--- config.mk ---
export PLATFORM = sky130hd
export DESIGN_NAME = vital_alarm_ctrl
export DESIGN_NICKNAME = d
export VERILOG_FILES = /design/src/rtl/vital_alarm_ctrl.sv
export SDC_FILE = /design/constraint.sdc
export NUM_CORES = 1
export LEC_CHECK = 0
export ABC_CLOCK_PERIOD_IN_PS = 4900
export CAP_MARGIN = 20
export CORE_MARGIN = 8
export CORE_UTILIZATION = 50
export CTS_BUF_LIST = sky130_fd_sc_hd__clkbuf_8 sky130_fd_sc_hd__clkbuf_16
export DETAILED_ROUTE_END_ITERATION = 10
export PLACE_DENSITY = 0.74
export REMOVE_ABC_BUFFERS = 1
export SETUP_SLACK_MARGIN = 0.1
export SLEW_MARGIN = 20
export SYNTH_ARGS = -nofsm -noshare
export SYNTH_HDL_FRONTEND = slang
export SYNTH_SLANG_ARGS = --single-unit
--- constraint.sdc ---
create_clock -name clk -period 4.9 [get_ports clk]
set_input_delay 0.735 -clock clk [delete_from_list [all_inputs] [get_ports clk]]
set_output_delay 0.735 -clock clk [all_outputs]
set_load 0.01 [all_outputs]
--- src/rtl/vital_alarm_ctrl.sv ---
// Alarm controller behind the vital-sign comparator stage.
// It confirms emergencies, drives the patterned buzzer and a timed O2 dose, and counts confirmed events.
module vital_alarm_ctrl #(
    parameter int CONFIRM_SAMPLES  = 3,
    parameter int CLEAR_SAMPLES    = 4,
    parameter int BUZZ_HALF_PERIOD = 8,
    parameter int DOSE_SHIFT       = 2
) (
    input  logic       clk,
    input  logic       rst,
    input  logic       sample_valid,
    input  logic       emerg_in,
    input  logic [7:0] o2_deficit,
    input  logic       user_ack,
    output logic       alarm_on,
    output logic       buzzer,
    output logic       valve_open,
    output logic       silenced,
    output logic [1:0] state,
    output logic [7:0] event_count
);
    localparam int DW = 8 + DOSE_SHIFT;
    localparam int BW = (BUZZ_HALF_PERIOD > 1) ? $clog2(BUZZ_HALF_PERIOD) : 1;

    typedef enum logic [1:0] {
        IDLE    = 2'b00,
        CONFIRM = 2'b01,
        ALARM   = 2'b10
    } state_e;

    state_e          state_q, state_d;
    logic [3:0]      conf_cnt_q, conf_cnt_d;
    logic [3:0]      clr_cnt_q, clr_cnt_d;
    logic [DW-1:0]   dose_cnt_q, dose_cnt_d;
    logic [BW-1:0]   buzz_cnt_q, buzz_cnt_d;
    logic            buzzer_q, buzzer_d;
    logic            silenced_q, silenced_d;
    logic [7:0]      event_q, event_d;
    logic            enter;
    logic            buzz_wrap;

    assign buzz_wrap = (buzz_cnt_q == BW'(BUZZ_HALF_PERIOD - 1));

    always_comb begin
        state_d    = state_q;
        conf_cnt_d = conf_cnt_q;
        clr_cnt_d  = clr_cnt_q;
        dose_cnt_d = dose_cnt_q;
        buzz_cnt_d = buzz_cnt_q;
        buzzer_d   = buzzer_q;
        silenced_d = silenced_q;
        event_d    = event_q;
        enter      = 1'b0;
        case (state_q)
            IDLE: begin
                if (sample_valid && emerg_in) begin
                    if (CONFIRM_SAMPLES == 1) begin
                        enter = 1'b1;
                    end else begin
                        state_d    = CONFIRM;
                        conf_cnt_d = 4'd1;
                    end
                end
            end
            CONFIRM: begin
                if (sample_valid) begin
                    if (!emerg_in) begin
                        state_d    = IDLE;
                        conf_cnt_d = 4'd0;
                    end else if (conf_cnt_q + 4'd1 == 4'(CONFIRM_SAMPLES)) begin
                        enter = 1'b1;
                    end else begin
                        conf_cnt_d = conf_cnt_q + 4'd1;
                    end
                end
            end
            ALARM: begin
                // A running dose is never touched; only an exhausted one may reload.
                if (dose_cnt_q != '0)
                    dose_cnt_d = dose_cnt_q - DW'(1);
                else if (sample_valid && emerg_in)
                    dose_cnt_d = DW'(o2_deficit) << DOSE_SHIFT;
                if (sample_valid) begin
                    if (emerg_in)
                        clr_cnt_d = 4'd0;
                    else if (clr_cnt_q != 4'(CLEAR_SAMPLES))
                        clr_cnt_d = clr_cnt_q + 4'd1;
                end
                if (user_ack)
                    silenced_d = 1'b1;
                buzz_cnt_d = buzz_wrap ? '0 : buzz_cnt_q + BW'(1);
                if (silenced_q || user_ack)
                    buzzer_d = 1'b0;
                else if (buzz_wrap)
                    buzzer_d = ~buzzer_q;
                if (clr_cnt_d == 4'(CLEAR_SAMPLES) && dose_cnt_q == '0) begin
                    state_d    = IDLE;
                    clr_cnt_d  = 4'd0;
                    silenced_d = 1'b0;
                    buzzer_d   = 1'b0;
                    buzz_cnt_d = '0;
                end
            end
            default: state_d = IDLE;
        endcase
        if (enter) begin
            state_d    = ALARM;
            conf_cnt_d = 4'd0;
            clr_cnt_d  = 4'd0;
            dose_cnt_d = DW'(o2_deficit) << DOSE_SHIFT;
            silenced_d = 1'b0;
            buzzer_d   = 1'b1;
            buzz_cnt_d = '0;
            if (event_q != 8'hFF)
                event_d = event_q + 8'd1;
        end
    end

    always_ff @(posedge clk or posedge rst) begin
        if (rst) begin
            state_q    <= IDLE;
            conf_cnt_q <= '0;
            clr_cnt_q  <= '0;
            dose_cnt_q <= '0;
            buzz_cnt_q <= '0;
            buzzer_q   <= 1'b0;
            silenced_q <= 1'b0;
            event_q    <= '0;
        end else begin
            state_q    <= state_d;
            conf_cnt_q <= conf_cnt_d;
            clr_cnt_q  <= clr_cnt_d;
            dose_cnt_q <= dose_cnt_d;
            buzz_cnt_q <= buzz_cnt_d;
            buzzer_q   <= buzzer_d;
            silenced_q <= silenced_d;
            event_q    <= event_d;
        end
    end

    assign alarm_on    = (state_q == ALARM);
    assign buzzer      = buzzer_q;
    assign valve_open  = (dose_cnt_q != '0);
    assign silenced    = silenced_q;
    assign state       = state_q;
    assign event_count = event_q;
endmodule

## Word-level counts from Yosys, hierarchy flattened

Index checks and enable logic that the tools add are counted.

- Bits in registers: 33
- Bits of input ports: 13
- Logic and storage cells: 83

- Add/sub/neg operators: 5
- Equality and inequality tests: 12
- Mux-type cells: 40
- Bitwise logic cells: 1
- Reductions and logical operators: 17

Operators by type and width:

| operator | count |
|---|---|
| 4-bit two-way mux | 12 |
| 10-bit two-way mux | 4 |
| 1-bit two-way mux | 13 |
| 3-bit two-way mux | 4 |
| 10-bit logical NOT | 1 |
| 2-bit two-way mux | 5 |
| 10-bit nonzero test | 1 |
| 10-bit by 1-bit subtractor with 10-bit output (second input constant) | 1 |
| 3-bit inequality test (second input constant) | 3 |
| 3-bit nonzero test | 3 |
| 4-bit by 1-bit adder with 4-bit output (second input constant) | 2 |
| 8-bit by 1-bit adder with 8-bit output (second input constant) | 1 |
| 8-bit inequality test (second input constant) | 1 |
| 4-bit case mux with 2 select lines | 1 |
| 2-bit AND reduction | 4 |
| 4-bit AND reduction | 2 |
| 2-bit case mux with 3 select lines | 1 |
| 4-bit by 2-bit equality test with 1-bit output (second input constant) | 1 |
| 4-bit by 3-bit equality test with 1-bit output (second input constant) | 1 |
| 4-bit by 3-bit inequality test with 1-bit output (second input constant) | 1 |
| 4-bit inequality test (second input constant) | 1 |
| 4-bit nonzero test | 1 |
| 3-bit by 1-bit adder with 3-bit output (second input constant) | 1 |
| 3-bit equality test (second input constant) | 1 |
| other kinds (8) | 9 |

## Logic depth before layout (Yosys ltp)

Gate-level depths: netlist of run 1.

- Depth after elaboration: 10
- Depth in mapped cells: 11
- Depth with buffers taken out: 8

## Least setup slack after synthesis of run 1

No wires, ideal clock.

- Kind: reg2reg
- From: reg dose_cnt_q[0]
- To: reg buzz_cnt_q[0]
- Setup time: 0.120 ns
- Arrival: 2.407 ns
- Path slack: 2.374 ns
- Cell stages (with the launch flop): 12
- Path through: dfrtp_1 inv_1 ha_1 or3b_2 clkbuf_1 or4_1 buf_2 a311oi_2 and3b_1 buf_4 nor4_1 a31o_1

- Longest elaborated chain between the ends: 5

Ends and longest elaborated chain:

| item | RTL line | source |
|---|---|---|
| from (decl) | 34 | `logic [DW-1:0] dose_cnt_q, dose_cnt_d;` |
| from (signal assigned) | 133 | `dose_cnt_q <= dose_cnt_d;` |
| 10-bit logical NOT | 96 | `if (clr_cnt_d == 4'(CLEAR_SAMPLES) && dose_cnt_q == '0) begin` |
| 1-bit logical AND | 96 |  |
| 3-bit two-way mux | 96 |  |
| 3-bit two-way mux | 54 | `case (state_q)` |
| 3-bit two-way mux | 106 | `if (enter) begin` |
| to (signal assigned) | 134 | `buzz_cnt_q <= buzz_cnt_d;` |
| to (decl) | 35 | `logic [BW-1:0] buzz_cnt_q, buzz_cnt_d;` |

No other way between the ends. The select of a mux whose other input is x is not followed.
A chain may end at the register's enable or synchronous reset.

## Worst setup path after layout of run 1

- From: in sample_valid
- To: reg event_q[1] (netlist: event_count[1])

- Longest elaborated chain between the ends: 3

Ends and longest elaborated chain:

| item | RTL line | source |
|---|---|---|
| from (decl) | 11 | `input logic sample_valid,` |
| 1-bit two-way mux | 66 | `if (sample_valid) begin` |
| 1-bit two-way mux | 54 |  |
| 2-bit AND reduction (no source line) | - |  |
| to (signal assigned) | 137 | `event_q <= event_d;` |
| to (decl) | 38 | `logic [7:0] event_q, event_d;` |

No other way between the ends.

==> results of run 1 <==
==> power breakdown <==
part	leakage [nW]	switching [mW]	internal [mW]	total, mW
Combinational	0.554	0.130	0.136	0.267
Clock	0.0542	0.0959	0.127	0.223
Sequential	0.429	0.0828	0.344	0.427
Total	1.04	0.309	0.607	0.916
==> metal layers <==
layer,GRT usage (%),up-vias,part of all wire (%)
li1,-,813,-
met1,17.4,717,49
met2,21.5,23,46
met3,4.10,3,4.5
met4,5.00,0,0.74
met5,0,-,0
==> stage by stage <==
step                setup slack [ps]  hold slack [ps]  utilization [%]  std cells  cell area, µm²
global placement                1400              486             59.5        276            2210
CTS                             1580              504             62.3        284            2310
floorplan                       2380              474                -        201            1880
finish                          1590              501             62.3        284            2310
global route                    1420              528             62.3        284            2310
detailed placement              1360              494             59.5        276            2210
==> layout by cell type, fill, tap and decap left out, types with 4 or more instances in the layout <==
cell type	count
sky130_fd_sc_hd__clkbuf_8	7
sky130_fd_sc_hd__nor3_1	11
sky130_fd_sc_hd__nand4_1	4
sky130_fd_sc_hd__nand2b_1	5
sky130_fd_sc_hd__ha_1	8
sky130_fd_sc_hd__mux2i_1	7
sky130_fd_sc_hd__nand3_1	11
sky130_fd_sc_hd__a21oi_1	15
sky130_fd_sc_hd__xnor2_1	5
sky130_fd_sc_hd__o21ai_0	16
sky130_fd_sc_hd__nand2_1	18
sky130_fd_sc_hd__clkdlybuf4s50_1	26
sky130_fd_sc_hd__inv_1	14
sky130_fd_sc_hd__dfrtp_1	33
sky130_fd_sc_hd__nor2_1	6
sky130_fd_sc_hd__o31ai_1	5
==> Yosys cell counts (all sizes together) (4+ instances only) <==
cell	n	area, µm²
nand2b	5	31.3
mux2i	7	70.1
clkbuf	6	22.5
buf	6	41.3
o21ai	16	80.1
nor2	6	22.5
dfrtp	33	826
xnor2	5	43.8
ha	8	100
a21oi	16	83.8
nand4	4	25.0
inv	14	52.6
o31ai	5	37.5
nand3	11	55.1
nor3	11	55.1
nand2	18	67.6
==> how the worst max path moves through the flow <==
stage | to | depth (start not counted)
floorplan | event_count[1] | 5
global placement | event_count[1] | 6
detailed placement | event_count[1] | 6
CTS | valve_open | 5
global route | dose_cnt_q[6] | 7
finish | event_count[1] | 6
==> worst reg2reg max path: cells and delay by family (launching register included) <==
| family | cells | cell delay, ps |
|---|---|---|
| DFF | 1 | 470 |
| muxes | 1 | 400 |
| adders and majority gates | 1 | 280 |
| AOI/OAI and AO/OA | 2 | 670 |
| and+or+nand+nor | 2 | 830 |
==> logic make-up (layout without fill, tap and decap cells) <==
| family | after synthesis | after routing | share of synthesized area [%] |
|---|---|---|---|
| simple gates | 74 | 74 | 20.3 |
| flops | 33 | 33 | 42.4 |
| compound gates | 57 | 57 | 18.9 |
| buf+inv | 26 | 49 | 5.97 |
| fa+ha+maj | 8 | 8 | 5.14 |
| mux | 8 | 8 | 4.17 |
| xor+xnor | 7 | 7 | 3.15 |
==> layout make-up <==
cell class | count | share of cell area, %
multi-input cells | 154 | 43.5
clock inverters | 1 | 0.216
inverters | 14 | 2.27
clock buffers | 7 | 4.16
repair buffers | 27 | 11.6
flip-flops and latches | 33 | 35.7
well taps | 48 | 2.60
==> registers in the layout (all words and copies together), names as in the netlist <==
name,flops
state,2
event_count,8
conf_cnt_q,4
dose_cnt_q,10
buzz_cnt_q,3
clr_cnt_q,4
buzzer,1
silenced,1
==> results.sh, run 1 <==
export IMPL_outcome="completed"
export IMPL_cts_sinks=33
export IMPL_ff2ff_path_depth=6
export IMPL_cp_startpoint="sample_valid"
export IMPL_routedWlPerCell_um=14.3
export IMPL_drt_vias_per_instance=5.48
export IMPL_drt_iter0_markers=84
export IMPL_dr_total_vias=1556
export IMPL_unrepaired_setup_endpoints_after_global_routing="no"
export IMPL_synthesis_area_um2=1950
export IMPL_yosys_warnings=0
export IMPL_worst_r2r_startpoint="conf_cnt_q[0]"
export IMPL_vdd_ir_drop_max_mv=0.233
export IMPL_path_cells="clkdlybuf4s50_1, nor2b_1, nand2_1, or3_1, a31oi_1, mux2_2"
export IMPL_ys_flop_type="sky130_fd_sc_hd__dfrtp_1"
export IMPL_total_of_endpoints_with_negative_setup_slack_in_the_final_report=0
export IMPL_first_pass_grt_wire_length_um=6890
export IMPL_area_of_the_core_region_um2=3720
export IMPL_reg2reg_to="event_count[1]"
export IMPL_tritoncts="done"
export IMPL_clkTransAtPathRegs_ps=70
export IMPL_antenna_left=0
export IMPL_min_delay_worst_endpoint="event_count[4]"
export IMPL_finalWorstPathRequiredPeriod_ps=3310
export IMPL_die_h_um=78.4
export IMPL_synth_edf_count=0
export IMPL_timing_critical_path_required_ps=5060
export IMPL_cp_buffers_inverters=1
export IMPL_clock_tree_htree_level_count=2
export IMPL_synth_distinct_cells=47
export IMPL_register_area_um2=826
export IMPL_cts_path_max_buffers=2
export IMPL_cts_root_buffer="sky130_fd_sc_hd__clkbuf_8"
export IMPL_delay_of_the_slowest_cell_on_the_worst_path_ps=700
export IMPL_slew_headroom_pct=45.3
export IMPL_layout_drive_gt1_share_pct=6.36
export IMPL_hold_viol=0
export IMPL_synth_async_reset_ratio_pct=100
export IMPL_grt_ovfl_total=0
export IMPL_setup_repair_bufs_after_cts=0
export IMPL_port_buffers=26
export IMPL_number_of_global_route_vias_before_repair=1512
export IMPL_insertion_delay_ps=280
export IMPL_synthesis_area_per_instance_um2=9.15
export IMPL_die_area_um2=6150
export IMPL_fillerInstances=335
export IMPL_cpLargestDelayFamily="simple AND/OR/NAND/NOR gates"
export IMPL_dr_pass1_iters=4
export IMPL_insertedDiodeCount=0
export IMPL_power_leakage_nw=1.04
export IMPL_finish_net_count=256
export IMPL_fin_total_pwr_mw=0.916
export IMPL_grt_start_max_net_pins=34
export IMPL_drcViolationCount=0
export IMPL_row_count=22
export IMPL_multiInputGateArea_um2=1010
export IMPL_largest_clock_skew_in_the_final_design_ps=7.08
export IMPL_initial_utilization_pct=52.4
export IMPL_hold_path_startpoint="event_count[4]"
export IMPL_ff_latch_count_synth=33
export IMPL_regToRegSetupSlack_ps=2140
export IMPL_post_cts_resized=0
export IMPL_hpwlAfterDp_um=2850
export IMPL_critical_path_class="in2reg"
export IMPL_seq_area_frac_synth_pct=42.4
export IMPL_timing_final_crit_share_pct=67.5
export IMPL_finalMaxSlewViolations=0
export IMPL_timing_worst_slew_pin_value_ps=814
export IMPL_post_cts_hold_buffer_count=0
export IMPL_post_synth_inst_count=213
export IMPL_total_negative_slack_ps=0
export IMPL_setup_worst_path_start_class="primary input"
export IMPL_antenna_found_initial=0
export IMPL_wirelength_um=4050
export IMPL_worstHoldPathType="reg2reg"
export IMPL_place_congestion=0.852
export IMPL_max_clock_freq_mhz=302
export IMPL_track_usage_pct=13.7
export IMPL_maxCapViolCount=0
export IMPL_critical_path_max_fanout=21
export IMPL_worst_ep_arrival_time_ps=3470
export IMPL_min_delay_path_depth=1
export IMPL_areaGrowthSynthToFinish_pct=18.8
export IMPL_boundaryPins=27
export IMPL_numCtsBuffers=5
export IMPL_p_per_area_nw_per_um2=396
export IMPL_worst_path_slowest_cell="sky130_fd_sc_hd__clkdlybuf4s50_1"
export IMPL_endpoint_kind="flop"
export IMPL_die_x_um=78.4
(Power assumes the default switching activity.)
==> run 2: changes to the inputs <==
ABC_CLOCK_PERIOD_IN_PS = 3400   (was 4900)
clock period = 3.4 ns   (was 4.9 ns; I/O delays follow)
==> results.sh, run 2 (synthesis gave the netlist of run 1 again) <==
export IMPL_p_per_area_nw_per_um2=565
export IMPL_post_cts_hold_buffer_count=0
export IMPL_fillerInstances=341
export IMPL_boundaryPins=27
export IMPL_critical_path_max_fanout=5
export IMPL_area_of_the_core_region_um2=3720
export IMPL_hold_viol=0
export IMPL_routedWlPerCell_um=14.7
export IMPL_die_x_um=78.4
export IMPL_outcome="completed"
export IMPL_hpwlAfterDp_um=3010
export IMPL_post_cts_resized=0
export IMPL_critical_path_class="reg2out"
export IMPL_largest_register_ff_count=10
export IMPL_layout_drive_gt1_share_pct=8.30
export IMPL_tritoncts="done"
export IMPL_finish_net_count=261
export IMPL_drcViolationCount=0
export IMPL_power_leakage_nw=1.06
export IMPL_grt_ovfl_total=0
export IMPL_initial_utilization_pct=52.4
export IMPL_timing_critical_path_required_ps=2890
export IMPL_place_congestion=0.809
export IMPL_die_h_um=78.4
export IMPL_total_of_endpoints_with_negative_setup_slack_in_the_final_report=0
export IMPL_setup_worst_path_start_class="flop"
export IMPL_busiest_layer="met2"
export IMPL_endpoint_kind="output pin"
export IMPL_dr_pass1_iters=4
export IMPL_dr_total_vias=1642
export IMPL_drt_vias_per_instance=5.68
export IMPL_mostFrequentLayoutCells="sky130_fd_sc_hd__dfrtp_1 (33), sky130_fd_sc_hd__clkdlybuf4s50_1 (26), sky130_fd_sc_hd__nand2_1 (18)"
export IMPL_wirelength_um=4260
export IMPL_cts_root_buffer="sky130_fd_sc_hd__clkbuf_8"
export IMPL_groute_layer_met1_usage_pct=18.0
export IMPL_cts_path_max_buffers=2
export IMPL_antenna_found_initial=0
export IMPL_largest_register="dose_cnt_q"
export IMPL_worstHoldPathType="reg2reg"
export IMPL_track_usage_pct=14.7
export IMPL_insertedDiodeCount=0
export IMPL_worst_ep_arrival_time_ps=2560
export IMPL_row_count=22
export IMPL_stdcell_count=289
export IMPL_timing_final_crit_share_pct=90.3
export IMPL_numCtsBuffers=5
export IMPL_number_of_global_route_vias_before_repair=1584
export IMPL_timing_worst_slew_pin_value_ps=621
export IMPL_largest_clock_skew_in_the_final_design_ps=4.93
export IMPL_first_pass_grt_wire_length_um=7380
export IMPL_grt_use_met2_pct=23.1
export IMPL_number_of_cells_after_detailed_placement=281
export IMPL_finalWorstPathRequiredPeriod_ps=3070
export IMPL_clkTransAtPathRegs_ps=60
export IMPL_max_clock_freq_mhz=326
export IMPL_maxCapViolCount=0
export IMPL_setup_repair_bufs_after_cts=0
export IMPL_clock_tree_htree_level_count=2
export IMPL_unrepaired_setup_endpoints_after_global_routing="no"
export IMPL_areaGrowthSynthToFinish_pct=20.7
export IMPL_finalMaxSlewViolations=0
export IMPL_vdd_ir_drop_max_mv=0.350
export IMPL_antenna_left=0
export IMPL_global_route_usage_met3_pct=5.58
export IMPL_drt_iter0_markers=103
export IMPL_final_common_cell="sky130_fd_sc_hd__dfrtp_1"
export IMPL_fin_total_pwr_mw=1.33
export IMPL_die_area_um2=6150
export IMPL_total_negative_slack_ps=0
export IMPL_port_buffers=26
export IMPL_slew_headroom_pct=58.4
export IMPL_insertion_delay_ps=290
export IMPL_cts_sinks=33
export IMPL_grt_start_max_net_pins=34
==> run 2: cell types whose count changed in the layout (fill, tap and decap cells not counted), sizes merged <==
cell,before,now
buf,1,6
==> run 2: stage by stage <==
step                utilization, %  hold WS [ps]  area [µm²]  setup WS [ps]
floorplan                        -           474        1880            894
global placement              60.5           484        2250            494
detailed placement            60.5           488        2250            470
CTS                           63.3           500        2350            301
global route                  63.3           531        2350            228
finish                        63.3           501        2350            330
==> run 2: final cells by class <==
| type | instances | area (µm²) | area share, % |
|---|---|---|---|
| clock inverter | 1 | 5.00 | 0.213 |
| tap | 48 | 60.1 | 2.55 |
| multi-input combinational | 154 | 1010 | 42.8 |
| clock buffer | 7 | 96.3 | 4.10 |
| sequential | 33 | 826 | 35.1 |
| inverter | 14 | 52.6 | 2.24 |
| timing repair buffer | 32 | 305 | 13.0 |
==> run 2: critical path, stage by stage (launching register included) <==
cell                              delay (ps)
sky130_fd_sc_hd__dfrtp_1                 390
sky130_fd_sc_hd__inv_1                   100
sky130_fd_sc_hd__ha_1                    190
sky130_fd_sc_hd__or3b_2                  510
sky130_fd_sc_hd__or4_1                   550
sky130_fd_sc_hd__clkdlybuf4s50_1         530
==> run 2: worst paths after layout <==
check	startpoint	endpoint	slack (ps)	cells after the start
max	dose_cnt_q[0]	valve_open	330	5
min	event_count[4]	event_count[4]	500	1
max reg2reg	dose_cnt_q[0]	buzz_cnt_q[0]	740	8
min reg2reg	event_count[4]	event_count[4]	500	1
max in group asynchronous	rst	state[0]	2490	3
min in group asynchronous	rst	event_count[0]	610	3
==> run 2: per-layer routing <==
| layer | up-vias | wire, µm |
|---|---|---|
| li1 | 828 | - |
| met2 | 25 | 1970 |
| met4 | 0 | 60 |
| met3 | 5 | 200 |
| met1 | 784 | 2030 |
| met5 | - | 0 |
==> run 2: where the power goes <==
group          internal, mW  switching [mW]  leakage [nW]
combinational         0.199           0.187         0.579
clock                 0.183           0.145        0.0542
sequential            0.496           0.119         0.429
==> run 3: changes to the inputs <==
CTS_BUF_LIST = sky130_fd_sc_hd__clkbuf_4   (was sky130_fd_sc_hd__clkbuf_8 sky130_fd_sc_hd__clkbuf_16)
==> results.sh, run 3 (synthesis gave the netlist of run 1 again) <==
export IMPL_numCtsBuffers=5
export IMPL_delay_of_the_slowest_cell_on_the_worst_path_ps=550
export IMPL_finalWorstPathRequiredPeriod_ps=3120
export IMPL_power_leakage_nw=1.04
export IMPL_worst_path_slowest_cell="sky130_fd_sc_hd__or4_1"
export IMPL_areaGrowthSynthToFinish_pct=18.0
export IMPL_tritoncts="done"
export IMPL_first_pass_grt_wire_length_um=7290
export IMPL_critical_path_class="reg2out"
export IMPL_largest_clock_skew_in_the_final_design_ps=8.35
export IMPL_timing_final_crit_share_pct=91.7
export IMPL_final_common_cell="sky130_fd_sc_hd__dfrtp_1"
export IMPL_die_h_um=78.4
export IMPL_maxCapViolCount=0
export IMPL_area_of_the_core_region_um2=3720
export IMPL_port_buffers=26
export IMPL_fin_total_pwr_mw=1.20
export IMPL_grt_ovfl_total=0
export IMPL_timing_critical_path_required_ps=2890
export IMPL_die_x_um=78.4
export IMPL_cts_root_buffer="sky130_fd_sc_hd__clkbuf_4"
export IMPL_endpoint_kind="output pin"
export IMPL_largest_register="dose_cnt_q"
export IMPL_layout_drive_gt1_share_pct=7.47
export IMPL_track_usage_pct=14.3
export IMPL_boundaryPins=27
export IMPL_antenna_found_initial=0
export IMPL_setup_repair_bufs_after_cts=0
export IMPL_die_area_um2=6150
export IMPL_post_cts_resized=0
export IMPL_timing_worst_slew_pin_value_ps=606
export IMPL_number_of_global_route_vias_before_repair=1583
export IMPL_setup_worst_path_start_class="flop"
export IMPL_mostFrequentLayoutCells="sky130_fd_sc_hd__dfrtp_1 (33), sky130_fd_sc_hd__clkdlybuf4s50_1 (26), sky130_fd_sc_hd__nand2_1 (18)"
export IMPL_initial_utilization_pct=52.4
export IMPL_worst_ep_arrival_time_ps=2610
export IMPL_layout_setup_ws_ps=281
export IMPL_hpwlAfterDp_um=3010
export IMPL_insertion_delay_ps=330
export IMPL_stdcell_count=289
export IMPL_finish_net_count=261
export IMPL_place_congestion=0.809
export IMPL_post_cts_hold_buffer_count=0
export IMPL_post_place_ws_ps=470
export IMPL_number_of_cells_after_detailed_placement=281
export IMPL_p_per_area_nw_per_um2=523
export IMPL_cpLargestDelayFamily="simple AND/OR/NAND/NOR gates"
export IMPL_largest_register_ff_count=10
export IMPL_dr_total_vias=1655
export IMPL_path_cells="inv_1, ha_1, or3b_2, or4_1, clkdlybuf4s50_1"
export IMPL_critical_path_max_fanout=5
export IMPL_insertedDiodeCount=0
export IMPL_clkTransAtPathRegs_ps=90
export IMPL_antenna_left=0
export IMPL_finalMaxSlewViolations=0
export IMPL_row_count=22
export IMPL_clock_tree_htree_level_count=2
export IMPL_cts_path_max_buffers=2
export IMPL_drt_vias_per_instance=5.73
export IMPL_total_negative_slack_ps=0
export IMPL_total_of_endpoints_with_negative_setup_slack_in_the_final_report=0
export IMPL_hold_viol=0
export IMPL_cp_buffers_inverters=2
export IMPL_max_clock_freq_mhz=321
export IMPL_dr_pass1_iters=4
export IMPL_routedWlPerCell_um=14.5
export IMPL_drcViolationCount=0
export IMPL_cts_sinks=33
export IMPL_worstHoldPathType="reg2reg"
export IMPL_critical_path_depth=5
export IMPL_vdd_ir_drop_max_mv=0.326
export IMPL_outcome="completed"
export IMPL_ff2ff_path_depth=8
export IMPL_slew_headroom_pct=59.4
export IMPL_grt_start_max_net_pins=34
export IMPL_unrepaired_setup_endpoints_after_global_routing="no"
export IMPL_min_delay_path_depth=1
export IMPL_wirelength_um=4190
export IMPL_drt_iter0_markers=79
[run 3: changes by cell type in the layout (fill, tap and decap cells not counted), sizes merged]
| cell | delta |
|---|---|
| clkbuf | -2 |
| clkinv | +2 |
[run 3: area by class of cell]
| type | count | area, µm² |
|---|---|---|
| repair buffers | 32 | 305 |
| clock inverters | 3 | 12.5 |
| well taps | 48 | 60.1 |
| clock buffers | 5 | 37.5 |
| multi-input cells | 154 | 1010 |
| flip-flops and latches | 33 | 826 |
| fillers | 345 | 1420 |
| inverters | 14 | 52.6 |
[run 3: worst reg2reg max path, stage by stage, from the launching register on]
cell and delay, ps:
sky130_fd_sc_hd__dfrtp_1 400, sky130_fd_sc_hd__inv_1 100, sky130_fd_sc_hd__ha_1 190, sky130_fd_sc_hd__or3b_2 510
sky130_fd_sc_hd__or4_1 550, sky130_fd_sc_hd__a311oi_2 220, sky130_fd_sc_hd__and3b_1 330, sky130_fd_sc_hd__nor4_1 80
sky130_fd_sc_hd__a31o_1 200
[run 3: per-layer routing]
layer	GRT usage (%)	wire (µm)	up-vias
met2	22.8	1980	28
met1	18.2	1980	792
met4	4.81	51	0
li1	-	-	828
met3	3.87	173	7
met5	0	0	-
[run 3: stage by stage]
step | area [µm²] | util (%) | hold WS, ps
floorplan | 1880 | - | 474
CTS | 2300 | 61.9 | 505
global placement | 2250 | 60.5 | 484
global route | 2300 | 61.9 | 538
detailed placement | 2250 | 60.5 | 488
finish | 2300 | 61.9 | 506
[run 3: path summary, 6_finish.rpt]
path	startpoint	endpoint	slack (ps)
worst min-delay path	event_count[4]	event_count[4]	510
worst max register to register	dose_cnt_q[0]	buzz_cnt_q[0]	730
worst max-delay path	dose_cnt_q[0]	valve_open	280
worst min register to register	event_count[4]	event_count[4]	510
max in group asynchronous	rst	state[0]	2530
min in group asynchronous	rst	event_count[2]	570
[run 3: power breakdown]
part | switching [mW] | internal (mW) | total, mW
Sequential | 0.119 | 0.495 | 0.613
Combinational | 0.187 | 0.199 | 0.386
Clock | 0.130 | 0.0747 | 0.204
